<file path="src/rtl/acc_alu_seq.sv">
// acc_alu_seq: parametrised accumulator datapath with encoded opcodes, a
// valid/ready issue handshake, {Z,N,C,V} status flags, bit-serial SHL/SHR
// (one bit per cycle) and a shift-add multiplier (WIDTH iterations).
// The architectural accumulator and flags only change on completion edges;
// multi-cycle operations run on private working registers.
module acc_alu_seq #(
    parameter int WIDTH = 8,
    parameter int IMM_W = 4
) (
    input  logic              clka,
    input  logic              restart,
    input  logic              acc_load,
    input  logic [WIDTH-1:0]  acc_in,
    input  logic              op_valid,
    output logic              op_ready,
    input  logic [3:0]        opcode,
    input  logic              use_imm,
    input  logic [IMM_W-1:0]  imm,
    input  logic [WIDTH-1:0]  operand_in,
    output logic [WIDTH-1:0]  acc_out,
    output logic [3:0]        flags,
    output logic              busy,
    output logic              done,
    output logic              err
);

    localparam int CNT_W = $clog2(WIDTH + 1);

    localparam logic [3:0] OP_NOP = 4'd0;
    localparam logic [3:0] OP_ADD = 4'd1;
    localparam logic [3:0] OP_SUB = 4'd2;
    localparam logic [3:0] OP_AND = 4'd3;
    localparam logic [3:0] OP_OR  = 4'd4;
    localparam logic [3:0] OP_XOR = 4'd5;
    localparam logic [3:0] OP_NOT = 4'd6;
    localparam logic [3:0] OP_SHL = 4'd7;
    localparam logic [3:0] OP_SHR = 4'd8;
    localparam logic [3:0] OP_MUL = 4'd9;
    localparam logic [3:0] OP_LDA = 4'd10;

    localparam logic [WIDTH-1:0] WIDTH_V  = WIDTH'(WIDTH);
    localparam logic [CNT_W-1:0] WIDTH_C  = CNT_W'(WIDTH);
    localparam logic [CNT_W-1:0] MUL_REM  = CNT_W'(WIDTH - 1);
    localparam logic [CNT_W-1:0] CNT_ZERO = {CNT_W{1'b0}};
    localparam logic [CNT_W-1:0] CNT_ONE  = CNT_W'(1);

    typedef enum logic [1:0] {
        ST_IDLE  = 2'd0,
        ST_SHIFT = 2'd1,
        ST_MUL   = 2'd2
    } state_t;

    // Flag word {Z,N,C,V} for a finished result.
    function automatic logic [3:0] mk_flags(input logic [WIDTH-1:0] res,
                                            input logic c, input logic v);
        return {(res == {WIDTH{1'b0}}), res[WIDTH-1], c, v};
    endfunction

    // One logical shift; MSB of the return value is the bit shifted out.
    function automatic logic [WIDTH:0] shift_once(input logic [WIDTH-1:0] val,
                                                  input logic left);
        logic [WIDTH:0] r;
        if (left) begin
            r = {val[WIDTH-1], val[WIDTH-2:0], 1'b0};
        end else begin
            r = {val[0], 1'b0, val[WIDTH-1:1]};
        end
        return r;
    endfunction

    // One shift-add iteration: low half holds the remaining multiplier bits,
    // high half the running partial product; both shift right together.
    function automatic logic [2*WIDTH-1:0] mul_step(input logic [2*WIDTH-1:0] prod,
                                                    input logic [WIDTH-1:0] mcand);
        logic [WIDTH:0] upper;
        if (prod[0]) begin
            upper = {1'b0, prod[2*WIDTH-1:WIDTH]} + {1'b0, mcand};
        end else begin
            upper = {1'b0, prod[2*WIDTH-1:WIDTH]};
        end
        return {upper, prod[WIDTH-1:1]};
    endfunction

    state_t               state_r, state_s;
    logic [WIDTH-1:0]     acc_r, acc_s;
    logic [3:0]           flags_r, flags_s;
    logic                 done_r, done_s;
    logic                 err_r, err_s;
    logic [WIDTH-1:0]     work_r, work_s;
    logic                 left_r, left_s;
    logic [CNT_W-1:0]     cnt_r, cnt_s;
    logic [2*WIDTH-1:0]   prod_r, prod_s;
    logic [WIDTH-1:0]     mcand_r, mcand_s;

    logic [WIDTH-1:0]     operand_s;
    logic [WIDTH:0]       sum_s;
    logic [WIDTH:0]       diff_s;
    logic                 add_v_s;
    logic                 sub_v_s;
    logic [CNT_W-1:0]     amt_s;
    logic [WIDTH:0]       sh_acc_s;
    logic [WIDTH:0]       sh_work_s;
    logic [2*WIDTH-1:0]   mul_first_s;
    logic [2*WIDTH-1:0]   mul_next_s;

    assign operand_s   = use_imm ? {{(WIDTH-IMM_W){1'b0}}, imm} : operand_in;
    assign sum_s       = {1'b0, acc_r} + {1'b0, operand_s};
    assign diff_s      = {1'b0, acc_r} - {1'b0, operand_s};
    assign add_v_s     = (acc_r[WIDTH-1] == operand_s[WIDTH-1]) &&
                         (sum_s[WIDTH-1] != acc_r[WIDTH-1]);
    assign sub_v_s     = (acc_r[WIDTH-1] != operand_s[WIDTH-1]) &&
                         (diff_s[WIDTH-1] != acc_r[WIDTH-1]);
    assign amt_s       = (operand_s >= WIDTH_V) ? WIDTH_C : operand_s[CNT_W-1:0];
    assign sh_acc_s    = shift_once(acc_r, (opcode == OP_SHL));
    assign sh_work_s   = shift_once(work_r, left_r);
    assign mul_first_s = mul_step({{WIDTH{1'b0}}, operand_s}, acc_r);
    assign mul_next_s  = mul_step(prod_r, mcand_r);

    assign op_ready = (state_r == ST_IDLE) && !acc_load;
    assign busy     = (state_r != ST_IDLE);
    assign acc_out  = acc_r;
    assign flags    = flags_r;
    assign done     = done_r;
    assign err      = err_r;

    // Next-state and datapath decode: issue in IDLE, iterate in SHIFT/MUL.
    always_comb begin
        state_s = state_r;
        acc_s   = acc_r;
        flags_s = flags_r;
        done_s  = 1'b0;
        err_s   = 1'b0;
        work_s  = work_r;
        left_s  = left_r;
        cnt_s   = cnt_r;
        prod_s  = prod_r;
        mcand_s = mcand_r;
        case (state_r)
            ST_IDLE: begin
                if (acc_load) begin
                    acc_s = acc_in;
                end else if (op_valid) begin
                    done_s = 1'b1;
                    case (opcode)
                        OP_NOP: begin
                            acc_s = acc_r;
                        end
                        OP_ADD: begin
                            acc_s   = sum_s[WIDTH-1:0];
                            flags_s = mk_flags(sum_s[WIDTH-1:0], sum_s[WIDTH], add_v_s);
                        end
                        OP_SUB: begin
                            acc_s   = diff_s[WIDTH-1:0];
                            flags_s = mk_flags(diff_s[WIDTH-1:0], diff_s[WIDTH], sub_v_s);
                        end
                        OP_AND: begin
                            acc_s   = acc_r & operand_s;
                            flags_s = mk_flags(acc_r & operand_s, 1'b0, 1'b0);
                        end
                        OP_OR: begin
                            acc_s   = acc_r | operand_s;
                            flags_s = mk_flags(acc_r | operand_s, 1'b0, 1'b0);
                        end
                        OP_XOR: begin
                            acc_s   = acc_r ^ operand_s;
                            flags_s = mk_flags(acc_r ^ operand_s, 1'b0, 1'b0);
                        end
                        OP_NOT: begin
                            acc_s   = ~operand_s;
                            flags_s = mk_flags(~operand_s, 1'b0, 1'b0);
                        end
                        OP_LDA: begin
                            acc_s   = operand_s;
                            flags_s = mk_flags(operand_s, 1'b0, 1'b0);
                        end
                        OP_SHL, OP_SHR: begin
                            if (amt_s == CNT_ZERO) begin
                                flags_s = mk_flags(acc_r, 1'b0, 1'b0);
                            end else if (amt_s == CNT_ONE) begin
                                acc_s   = sh_acc_s[WIDTH-1:0];
                                flags_s = mk_flags(sh_acc_s[WIDTH-1:0], sh_acc_s[WIDTH], 1'b0);
                            end else begin
                                // First shift happens on the accept edge.
                                done_s  = 1'b0;
                                state_s = ST_SHIFT;
                                work_s  = sh_acc_s[WIDTH-1:0];
                                left_s  = (opcode == OP_SHL);
                                cnt_s   = amt_s - CNT_ONE;
                            end
                        end
                        OP_MUL: begin
                            // First iteration happens on the accept edge.
                            done_s  = 1'b0;
                            state_s = ST_MUL;
                            prod_s  = mul_first_s;
                            mcand_s = acc_r;
                            cnt_s   = MUL_REM;
                        end
                        default: begin
                            err_s = 1'b1;
                        end
                    endcase
                end else begin
                    acc_s = acc_r;
                end
            end
            ST_SHIFT: begin
                if (cnt_r == CNT_ONE) begin
                    state_s = ST_IDLE;
                    acc_s   = sh_work_s[WIDTH-1:0];
                    flags_s = mk_flags(sh_work_s[WIDTH-1:0], sh_work_s[WIDTH], 1'b0);
                    done_s  = 1'b1;
                    cnt_s   = CNT_ZERO;
                end else begin
                    work_s = sh_work_s[WIDTH-1:0];
                    cnt_s  = cnt_r - CNT_ONE;
                end
            end
            ST_MUL: begin
                if (cnt_r == CNT_ONE) begin
                    state_s = ST_IDLE;
                    acc_s   = mul_next_s[WIDTH-1:0];
                    flags_s = mk_flags(mul_next_s[WIDTH-1:0],
                                       |mul_next_s[2*WIDTH-1:WIDTH],
                                       |mul_next_s[2*WIDTH-1:WIDTH]);
                    done_s  = 1'b1;
                    cnt_s   = CNT_ZERO;
                end else begin
                    prod_s = mul_next_s;
                    cnt_s  = cnt_r - CNT_ONE;
                end
            end
            default: begin
                state_s = ST_IDLE;
            end
        endcase
    end

    // State and datapath registers; restart clears everything immediately.
    always_ff @(posedge clka or posedge restart) begin
        if (restart) begin
            state_r <= ST_IDLE;
            acc_r   <= {WIDTH{1'b0}};
            flags_r <= 4'b0000;
            done_r  <= 1'b0;
            err_r   <= 1'b0;
            work_r  <= {WIDTH{1'b0}};
            left_r  <= 1'b0;
            cnt_r   <= {CNT_W{1'b0}};
            prod_r  <= {(2*WIDTH){1'b0}};
            mcand_r <= {WIDTH{1'b0}};
        end else begin
            state_r <= state_s;
            acc_r   <= acc_s;
            flags_r <= flags_s;
            done_r  <= done_s;
            err_r   <= err_s;
            work_r  <= work_s;
            left_r  <= left_s;
            cnt_r   <= cnt_s;
            prod_r  <= prod_s;
            mcand_r <= mcand_s;
        end
    end

endmodule

</file>
<file path="config.mk">
export PLATFORM = sky130hd
export DESIGN_NAME = acc_alu_seq
export DESIGN_NICKNAME = d
export VERILOG_FILES = /design/src/rtl/acc_alu_seq.sv
export SDC_FILE = /design/constraint.sdc
export NUM_CORES = 1
export LEC_CHECK = 0
export ABC_AREA = 1
export CAP_MARGIN = 20
export CORE_UTILIZATION = 45
export CTS_CLUSTER_SIZE = 40
export DETAILED_ROUTE_END_ITERATION = 16
export DONT_BUFFER_PORTS = 1
export SLEW_MARGIN = 40
export SYNTH_ARGS = -nofsm -noshare
export SYNTH_HDL_FRONTEND = slang
export SYNTH_SLANG_ARGS = --single-unit
</file>
<file path="constraint.sdc">
create_clock -name clka -period 2.6 [get_ports clka]
set_input_delay 0.78 -clock clka [delete_from_list [all_inputs] [get_ports clka]]
set_output_delay 0.78 -clock clka [all_outputs]
set_load 0.02 [all_outputs]
</file>
==> metrics.txt, run 1 <==
status=complete, no violations; Net Switching=3620 uW; placed cells=1067; synth-to-layout area growth=14.6%; Final Hold Fails=0; Sw Ratio=53.4%; final setup vio count=0; GR peak layer=met2; io pins=45; worst-margin pin slew=0.489 ns; layout cells sized above 1=15.8%; Clock Tree Buf Depth=2; worst r2r dst=prod_r[8]$_DFFE_PP0P_; setup slack, reg-to-reg=0.29 ns; R2R Path Start=state_r[0]$_DFFE_PP0P_; Pint=3150 uW; Overall Global Routing Usage=31.7%; routed vias=5947; GR met1 Demand/Resource=41.2%; relative slew slack=67.4%; Hold/Removal Path Class=in2async; synthesized flop and latch total=53; CTS tree=done; row count=40; wire length per cell after detailed routing=18.2 um; setup bufs post-CTS=0; clk sinks=53; syn_nets=931; nature of the critical path endpoint=flop; Fill cells=1224; Die Wd=113 um; number of global-route vias before repair=5757; synth unique cells=55; initial antenna violation count=1; clk_lat worst skew=0.31 ns; Final min period=2.38 ns; synth warn=0; total gr overflow=0; die area=12900 um2; Util after Layout=53.1%; CP Class=in2reg; DR DRC count=0; placed cell area=6240 um2; Synth area leaders=dfrtp_1, nand2_1, ha_1, inv_1, nand3_1; DRT Pass-1 Iters=5; R2R depth=12; diode count=0; Initial DRC Count=532; Routed WL=19.6 mm; peak supply drop=0.413 mV; max cap viols=0; predominant post-synthesis flop cell=dfrtp_1; met2 Usage GRT=52.9%; Syn Area/Cell=6.52 um2; CTS root buf=clkbuf_16; CP startpoint=imm[0]; global-route wire length before repair=31.0 mm; initial core utilization=46.3%; final antenna-violating net count=0; Startpoint Class=input pin; largest net degree at the start of global routing=54; CTS buffer count=5; Highest Clock Rate=420 MHz; Post-synth EDFFs=0; Worst setup endpoint=flags[3]$_DFFE_PP0P_; cts hold-fix bufs=0; period utilization=91.7%; design area=6400 um2; Cells after Synth=856; vias per cell=5.53; Reg power frac=22.8%; Yosys top cell by area=dfrtp_1; routability cong.=0.975; RSZ-0062 raised after global routing=no; # H-tree levels=2; Synth top area share=23.7%; DPL Wire Length=16.1 mm; # nets final=981; GRT met3 Usage=5.58%; max-slew violation count=0; port bufs=0; power per cell area=1060 nW/um2; Lkg Pwr=0.00323 uW; Reg clk slew, reported paths=0.08 ns; Post-synth ARST share=100%; CORE AREA=12100 um2; CP arrival=2.59 ns; Worst Path Required=2.81 ns; sequential share of the synthesized area=23.7%; Gate power share=66.7%; Fin Clk Skew=0.0122 ns; Clk pwr share=10.5%; CP Max Fanout=3; Die Ht=113 um; Layout Cells excl Fill=1075; synthesized area=5590 um2
==> cell usage after synthesis (8+ instances only) <==
master and number:
a21oi_1 47, clkbuf_1 15, dfrtp_1 53, ha_1 43, inv_1 93, inv_2 14
nand2_1 237, nand3_1 69, nand4_1 20, nor2_1 71, nor3_1 16, o21ai_0 47
o21ai_1 24, o22ai_1 8
==> cells by family (layout without fill, tap and decap cells) <==
family / count (synthesis) / after routing / synth area share (%)
flip-flops: 53 / 53 / 23.7
adder cells (fa/ha/maj): 46 / 46 / 10.7
multiplexers: 3 / 3 / 0.605
XOR/XNOR: 9 / 9 / 1.41
buffers and inverters: 134 / 185 / 9.81
AO/OA/AOI/OAI: 153 / 153 / 15.7
AND/OR/NAND/NOR: 458 / 458 / 38.0
==> placed cells by master (no fill, tap or decap), types with 4 or more instances in the layout <==
master	n
nand2_2	5
nand3_1	69
nand4_1	20
clkbuf_16	5
nor3_1	16
xor2_1	7
buf_4	64
inv_2	18
o21ai_0	46
nand3b_1	5
nand2_1	236
o21ai_1	23
a21oi_1	46
o21ai_4	4
a31oi_1	6
nand3_2	4
o22ai_1	8
ha_1	40
nor2_1	71
nor2_2	7
o211ai_1	4
or2_2	4
inv_1	89
dfrtp_1	53
==> worst min path at each step <==
stage,startpoint,endpoint,slack (ns)
2_1_floorplan,mcand_r[0]$_DFFE_PP0P_,mcand_r[0]$_DFFE_PP0P_,0.46
5_1_grt,restart,work_r[0]$_DFFE_PP0P_,0.42
3_3_place_gp,mcand_r[6]$_DFFE_PP0P_,mcand_r[6]$_DFFE_PP0P_,0.49
3_5_place_dp,mcand_r[6]$_DFFE_PP0P_,mcand_r[6]$_DFFE_PP0P_,0.49
4_1_cts,restart,work_r[0]$_DFFE_PP0P_,0.41
6_report,restart,work_r[0]$_DFFE_PP0P_,0.39
==> critical path, cell delays in order <==
cell	delay, ns
inv_1	0.04
nand2_4	0.06
o21ai_4	0.05
inv_2	0.08
ha_4	0.14
inv_2	0.04
fa_2	0.34
inv_1	0.07
nand2_1	0.07
o21ai_2	0.20
nand2_1	0.07
nand2_1	0.07
xor2_1	0.21
nor2_1	0.06
nand4_1	0.09
nand3_1	0.10
nand2_1	0.07
nand2_1	0.04
==> registers in the layout, summed over array words and instances, names as in the netlist <==
signal / count
prod_r: 16
acc_out: 8
mcand_r: 8
work_r: 8
cnt_r: 4
flags: 4
state_r: 2
done: 1
err: 1
left_r: 1
==> metrics by stage <==
stage	hold WS, ns	TNS, ns	total power (uW)	setup slack (ns)
4_1_cts	0.408	0	6700	0.167
3_5_place_dp	0.492	-0.267	5980	-0.0787
3_3_place_gp	0.490	-0.166	5920	-0.0541
6_report	0.389	0	6770	0.217
5_1_grt	0.418	0	7320	0.0366
2_1_floorplan	0.457	-0.0689	4510	-0.0480
==> power by group through the flow <==
| stage | Combinational, uW | Clock, uW | Sequential, uW |
|---|---|---|---|
| global placement | 4380 | 0 | 1540 |
| finish | 4510 | 711 | 1540 |
| global route | 4990 | 744 | 1590 |
| floorplan | 2970 | 0 | 1540 |
| detailed placement | 4430 | 0 | 1550 |
| CTS | 4450 | 716 | 1540 |
==> layer usage <==
layer	routed length (um)	part of all wire [%]	vias up
met5	0	0	-
met4	601	3.1	0
met3	1410	7.2	42
met2	9130	47	251
met1	8450	43	2741
li1	-	-	2913
==> repair_timing <==
action | CTS | global route
setup endpoints to repair | 0 | 3
gates resized for setup | 0 | 2
hold endpoints to repair | 0 | 0
==> final cells by class <==
class	instances	area [um2]	share of cell area, %
clock buffer	5	125	1.95
timing repair buffer	65	500	7.82
clock inverter	3	26.3	0.410
tap	168	210	3.28
inverter	112	428	6.68
multi-input combinational	669	3780	59.1
sequential	53	1330	20.7
(Power assumes the default switching activity.)
==> run 2: changes to the inputs <==
--- a/config.mk
+++ b/config.mk
@@ -8,4 +8,5 @@
 export ABC_AREA = 1
 export CAP_MARGIN = 20
+export CORE_ASPECT_RATIO = 2
 export CORE_UTILIZATION = 45
 export CTS_CLUSTER_SIZE = 40
==> constraint.sdc (replaced) <==
create_clock -name clka -period 2.6 [get_ports clka]
set_input_delay 0.52 -clock clka [delete_from_list [all_inputs] [get_ports clka]]
set_output_delay 0.52 -clock clka [all_outputs]
set_load 0.02 [all_outputs]
==> run 2 against run 1 <==
Compared with the run above: critical path type is now reg2reg; critical endpoint is now acc_out[6]$_DFFE_PP0P_; total power increased by 0.28%; cell count decreased by 1.7%; first-iteration DRC count decreased by 17%; clock power decreased by 3.7%; largest power group unchanged.
==> metrics.txt, run 2 (synthesis gave the netlist of run 1 again) <==
worst path cell trace=inv_1 > ha_1 > inv_1 > a21oi_1 > nor2_1 > nor2_1 > nand2_1 > nand2_1 > nand2_1 > nand2_1 > nand2_1 > nand3_1 > nand2_1 > nand2_1 > nand2_1; # nets final=985 (+0.41%); wire length per cell after detailed routing=20.7 um (+14%); R2R Path Start=acc_out[3]$_DFFE_PP0P_; Fin Clk Skew=0.00976 ns (-0.00249 ns); Highest Clock Rate=410 MHz (-2.3%); Critical-path top delay cell=dfrtp_1; period utilization=93.8% (+2.2 points); DPL Wire Length=18.3 mm (+14%); Clock Tree Buf Depth=2 (unchanged); DR DRC count=0 (unchanged); initial core utilization=46.1% (-0.24 points); CTS root buf=clkbuf_16; row count=57 (+43%); placed cell area=6170 um2 (-1.1%); Final min period=2.44 ns (+0.0565 ns); CP Class=reg2reg; clk_lat worst skew=0.30 ns (about the same); final setup vio count=0 (unchanged); synth-to-layout area growth=13.0%; CP startpoint=acc_out[3]$_DFFE_PP0P_; port bufs=0 (unchanged); cts hold-fix bufs=0 (unchanged); most frequent cells in the layout=nand2_1, inv_1, nor2_1; clk sinks=53 (unchanged); max reg flops=16 (unchanged); relative slew slack=56.5% (-11 points); Design Power=6790 uW (+0.28%); Reg clk slew, reported paths=0.07 ns (about the same); design area=6310 um2 (-1.4%); Hold/Removal Path Class=in2async; CP Max Fanout=6 (+3); TNS Setup=0 ns (unchanged); diode count=0 (unchanged); vias per cell=5.73 (+3.5%); worst-margin pin slew=0.651 ns (+0.162 ns); power per cell area=1070 nW/um2 (+1.7%); # H-tree levels=2 (unchanged); max cap viols=0 (unchanged); Util after Layout=52.1% (-1.0 points); global-route wire length before repair=32.9 mm (+6.4%); Lkg Pwr=0.00323 uW (about the same); Initial DRC Count=441 (-17%); die area=12900 um2 (+0.20%); Slowest Stage Delay on Critical Path=0.44 ns (+0.10 ns); Die Ht=160 um (+41%); initial antenna violation count=0 (-1); routability cong.=0.994 (+1.9%); peak supply drop=0.606 mV (+47%); DRT Pass-1 Iters=5 (unchanged); nature of the critical path endpoint=flop; total gr overflow=0 (unchanged); status=complete, no violations; CP arrival=2.64 ns (+0.05 ns); largest net degree at the start of global routing=31 (-43%); Final Hold Fails=0 (unchanged); R2R depth=15 (+3); Largest Register=prod_r; CP Buf/Inv Count=2 (-2); number of global-route vias before repair=6098 (+5.9%); CTS tree=done; RSZ-0062 raised after global routing=no; layout cells sized above 1=14.6% (-1.2 points); Top cell by count, worst path=nand2_1; Routed WL=21.9 mm (+12%); commonest non-fill, non-tap cell in the layout=nand2_1; io pins=45 (unchanged); routed vias=6054 (+1.8%); max-slew violation count=0 (unchanged); Startpoint Class=flop; Overall Global Routing Usage=35.0% (+3.2 points); CORE AREA=12100 um2 (+0.52%); final antenna-violating net count=0 (unchanged); CTS buffer count=5 (unchanged); Worst Path Required=2.80 ns (about the same); crit-path leading delay family=simple AND/OR/NAND/NOR gates; CP Depth=15 (-3); Die Wd=80.8 um (-29%)
## run 2: cell types whose count changed in the layout (fill, tap and decap cells not counted), sizes merged
cell and delta:
buf +4, clkbuf +2, clkinv -2, inv -1
## run 2: cell type report
type / count / area, um2
multi-input combinational: 669 / 3710
tap: 147 / 184
timing repair buffer: 69 / 518
fill: 1279 / 5810
inverter: 112 / 428
clock buffer: 7 / 143
sequential: 53 / 1330
## run 2: layer usage
layer	vias to the layer above	GRT usage, %	wire, um
met1	2844	33.2	7430
met3	80	3.15	720
met5	-	0	0
li1	2923	-	-
met2	207	66.6	12000
met4	0	24.4	1770
## run 2: path summary, 6_finish.rpt
path	slack (ns)	to
max in group asynchronous	1.74	prod_r[11]$_DFFE_PP0P_
worst max register to register	0.16	acc_out[6]$_DFFE_PP0P_
worst min register to register	0.50	mcand_r[0]$_DFFE_PP0P_
worst max-delay path	0.16	acc_out[6]$_DFFE_PP0P_
min in group clka	0.29	err$_DFF_PP0_
worst min-delay path	0.19	flags[3]$_DFFE_PP0P_
## run 2: power by group
group	internal (uW)	switching [uW]
logic	1610	2980
registers	1180	326
clock network	379	306
total	3180	3610
## run 2: metrics by stage
| stage | setup slack, ns | hold slack [ns] | std cells |
|---|---|---|---|
| final | 0.160 | 0.186 | 1057 |
| after global routing | 0.0481 | 0.241 | 1057 |
| after CTS | 0.131 | 0.207 | 1057 |
| after detailed placement | -0.187 | 0.479 | 1050 |
| after global placement | -0.129 | 0.473 | 1050 |
| after floorplan | 0.0448 | 0.457 | 856 |
## run 2: what timing repair did
action / in CTS / in global routing
buffers inserted: 0 / 0
gates resized for setup: 0 / 2
setup endpoints to repair: 0 / 2
==> run 3: changes to the inputs <==
Settings changed: GPL_TIMING_DRIVEN from default to 0.
==> run 3 against run 2 <==
Compared with the run above: the flow now finishes with violations (setup timing); sequential cell count unchanged; sequential power grew 13%; design area down 0.38%; largest power group unchanged.
==> metrics.txt, run 3 (synthesis gave the netlist of run 1 again) <==
pre-CTS setup slack=-0.950 ns (-0.763 ns); die area=12900 um2 (unchanged); CP Max Fanout=7 (+1); final worst setup slack=-0.00897 ns (-0.169 ns); Die Wd=80.8 um (unchanged); DRT Pass-1 Iters=5 (unchanged); Hold/Removal Path Class=in2reg; largest net degree at the start of global routing=43 (+39%); DR DRC count=0 (unchanged); RSZ-0062 raised after global routing=yes; Largest Register=prod_r; Clock Tree Buf Depth=2 (unchanged); final antenna-violating net count=0 (unchanged); DPL Wire Length=17.4 mm (-5.0%); # nets final=956 (-2.9%); worst-margin pin slew=0.725 ns (+0.0742 ns); status=complete, but fails checks; row count=57 (unchanged); max reg flops=16 (unchanged); diode count=0 (unchanged); max-slew violation count=0 (unchanged); most frequent cells in the layout=nand2_1, inv_1, nor2_1; Fin Clk Skew=0.00588 ns (-0.00388 ns); number of global-route vias before repair=6185 (+1.4%); vias per cell=5.96 (+4.1%); Util after Layout=51.9% (-0.20 points); routability cong.=1.07 (+7.9%); FF+latch area=1340 um2 (+0.85%); CTS tree=done; CP arrival=2.85 ns (+0.21 ns); total gr overflow=0 (unchanged); Worst Path Required=2.84 ns (+0.04 ns); power per cell area=1070 nW/um2 (about the same); nature of the critical path endpoint=flop; relative slew slack=51.6% (-4.9 points); initial core utilization=46.1% (unchanged); clk sinks=53 (unchanged); Routed WL=22.1 mm (+0.65%); worst hold slack=0.426 ns (+0.240 ns); violations in the final reports=setup timing; initial antenna violation count=0 (unchanged); Startpoint Class=input pin; Die Ht=160 um (unchanged); CTS buffer count=5 (unchanged); CP Class=in2reg; Final Hold Fails=0 (unchanged); layout cells sized above 1=15.3% (+0.71 points); synth-to-layout area growth=12.6%; port bufs=0 (unchanged); global-route wire length before repair=33.4 mm (+1.4%); io pins=45 (unchanged); peak supply drop=0.513 mV (-15%); Overall Global Routing Usage=35.5% (+0.50 points); routed vias=6128 (+1.2%); period utilization=100% (+6.5 points); # H-tree levels=2 (unchanged); area occupied by multi-input gates=3880 um2 (+4.4%); CORE AREA=12100 um2 (unchanged); final setup vio count=1 (+1); Final min period=2.61 ns (+0.169 ns); commonest non-fill, non-tap cell in the layout=nand2_1; max cap viols=0 (unchanged); wire length per cell after detailed routing=21.5 um (+3.5%); Lkg Pwr=0.00305 uW (-5.4%); clk_lat worst skew=0.30 ns (about the same); Fill cells=1270 (-0.70%); Reg clk slew, reported paths=0.07 ns (about the same); CTS root buf=clkbuf_16; Initial DRC Count=525 (+19%); Highest Clock Rate=383 MHz (-6.5%)
-- run 3: cell count changes in the layout (fill, tap and decap cells not counted), moves of 7 or more --
cell      delta
buf_4       -47
dfrtp_1      -7
clkbuf_1    +11
inv_1        -7
-- run 3: cell type report --
class / count / area share (%)
clock buffers: 6 / 2.21
flip-flops and latches: 53 / 21.3
clock inverters: 1 / 0.119
well taps: 147 / 2.92
multi-input cells: 669 / 61.6
inverters: 112 / 7.20
repair buffers: 21 / 2.75
plain buffers: 19 / 1.89
-- run 3: per-stage QoR --
stage | cell area [um2] | std cells | power [uW] | setup TNS (ns)
2_1_floorplan | 5590 | 856 | 4470 | 0
3_3_place_gp | 5770 | 1003 | 5570 | -11.52
3_5_place_dp | 5800 | 1004 | 5640 | -12.12
4_1_cts | 6100 | 1021 | 6460 | -0.0158
5_1_grt | 6290 | 1028 | 7260 | -0.331
6_report | 6290 | 1028 | 6760 | -0.00897
-- run 3: per-layer routing --
layer / GRT usage [%] / vias up / wire (um)
met4: 34.1 / 0 / 2310
met2: 62.8 / 292 / 11600
met3: 5.04 / 112 / 1100
met1: 32.8 / 2850 / 7040
met5: 0 / - / 0
li1: - / 2874 / -
-- run 3: critical path, cell delays in order --
cell	delay (ns)
buf_12	0.13
o21ai_4	0.19
clkinvlp_4	0.23
ha_4	0.23
fa_2	0.58
nand2_2	0.05
nor3b_2	0.17
nand3_2	0.13
nor2_4	0.15
nand2_2	0.06
nor2_2	0.10
nor2_1	0.06
nand3_2	0.10
nand2_1	0.08
nand2_1	0.06
-- run 3: report_power, final --
part / switching (uW) / leakage (uW) / total, uW / internal, uW
clock network: 313 / 0.0000690 / 691 / 379
logic: 2850 / 0.00233 / 4350 / 1500
registers: 519 / 0.000653 / 1710 / 1190
-- run 3: worst paths after layout --
kind                                        start                endpoint  slack, ns  cells past startpoint
max                                       use_imm    flags[3]$_DFFE_PP0P_     -0.009                     15
max reg2reg                acc_out[1]$_DFFE_PP0P_    flags[3]$_DFFE_PP0P_       0.02                     11
min in group asynchronous                 restart           err$_DFF_PP0_       0.60                      2
max in group asynchronous                 restart  acc_out[1]$_DFFE_PP0P_       1.50                      3
min                                      op_valid           err$_DFF_PP0_       0.43                      2
min reg2reg                mcand_r[6]$_DFFE_PP0P_  mcand_r[6]$_DFFE_PP0P_       0.49                      2
-- run 3: repair_timing --
item | in CTS | in global routing
pin swaps | 5 | 20
setup buffers | 10 | 9
endpoints found under the setup margin | 24 | 22
resized for setup | 27 | 31
hold buffers | 1 | 0
hold endpoints to repair | 11 | 0
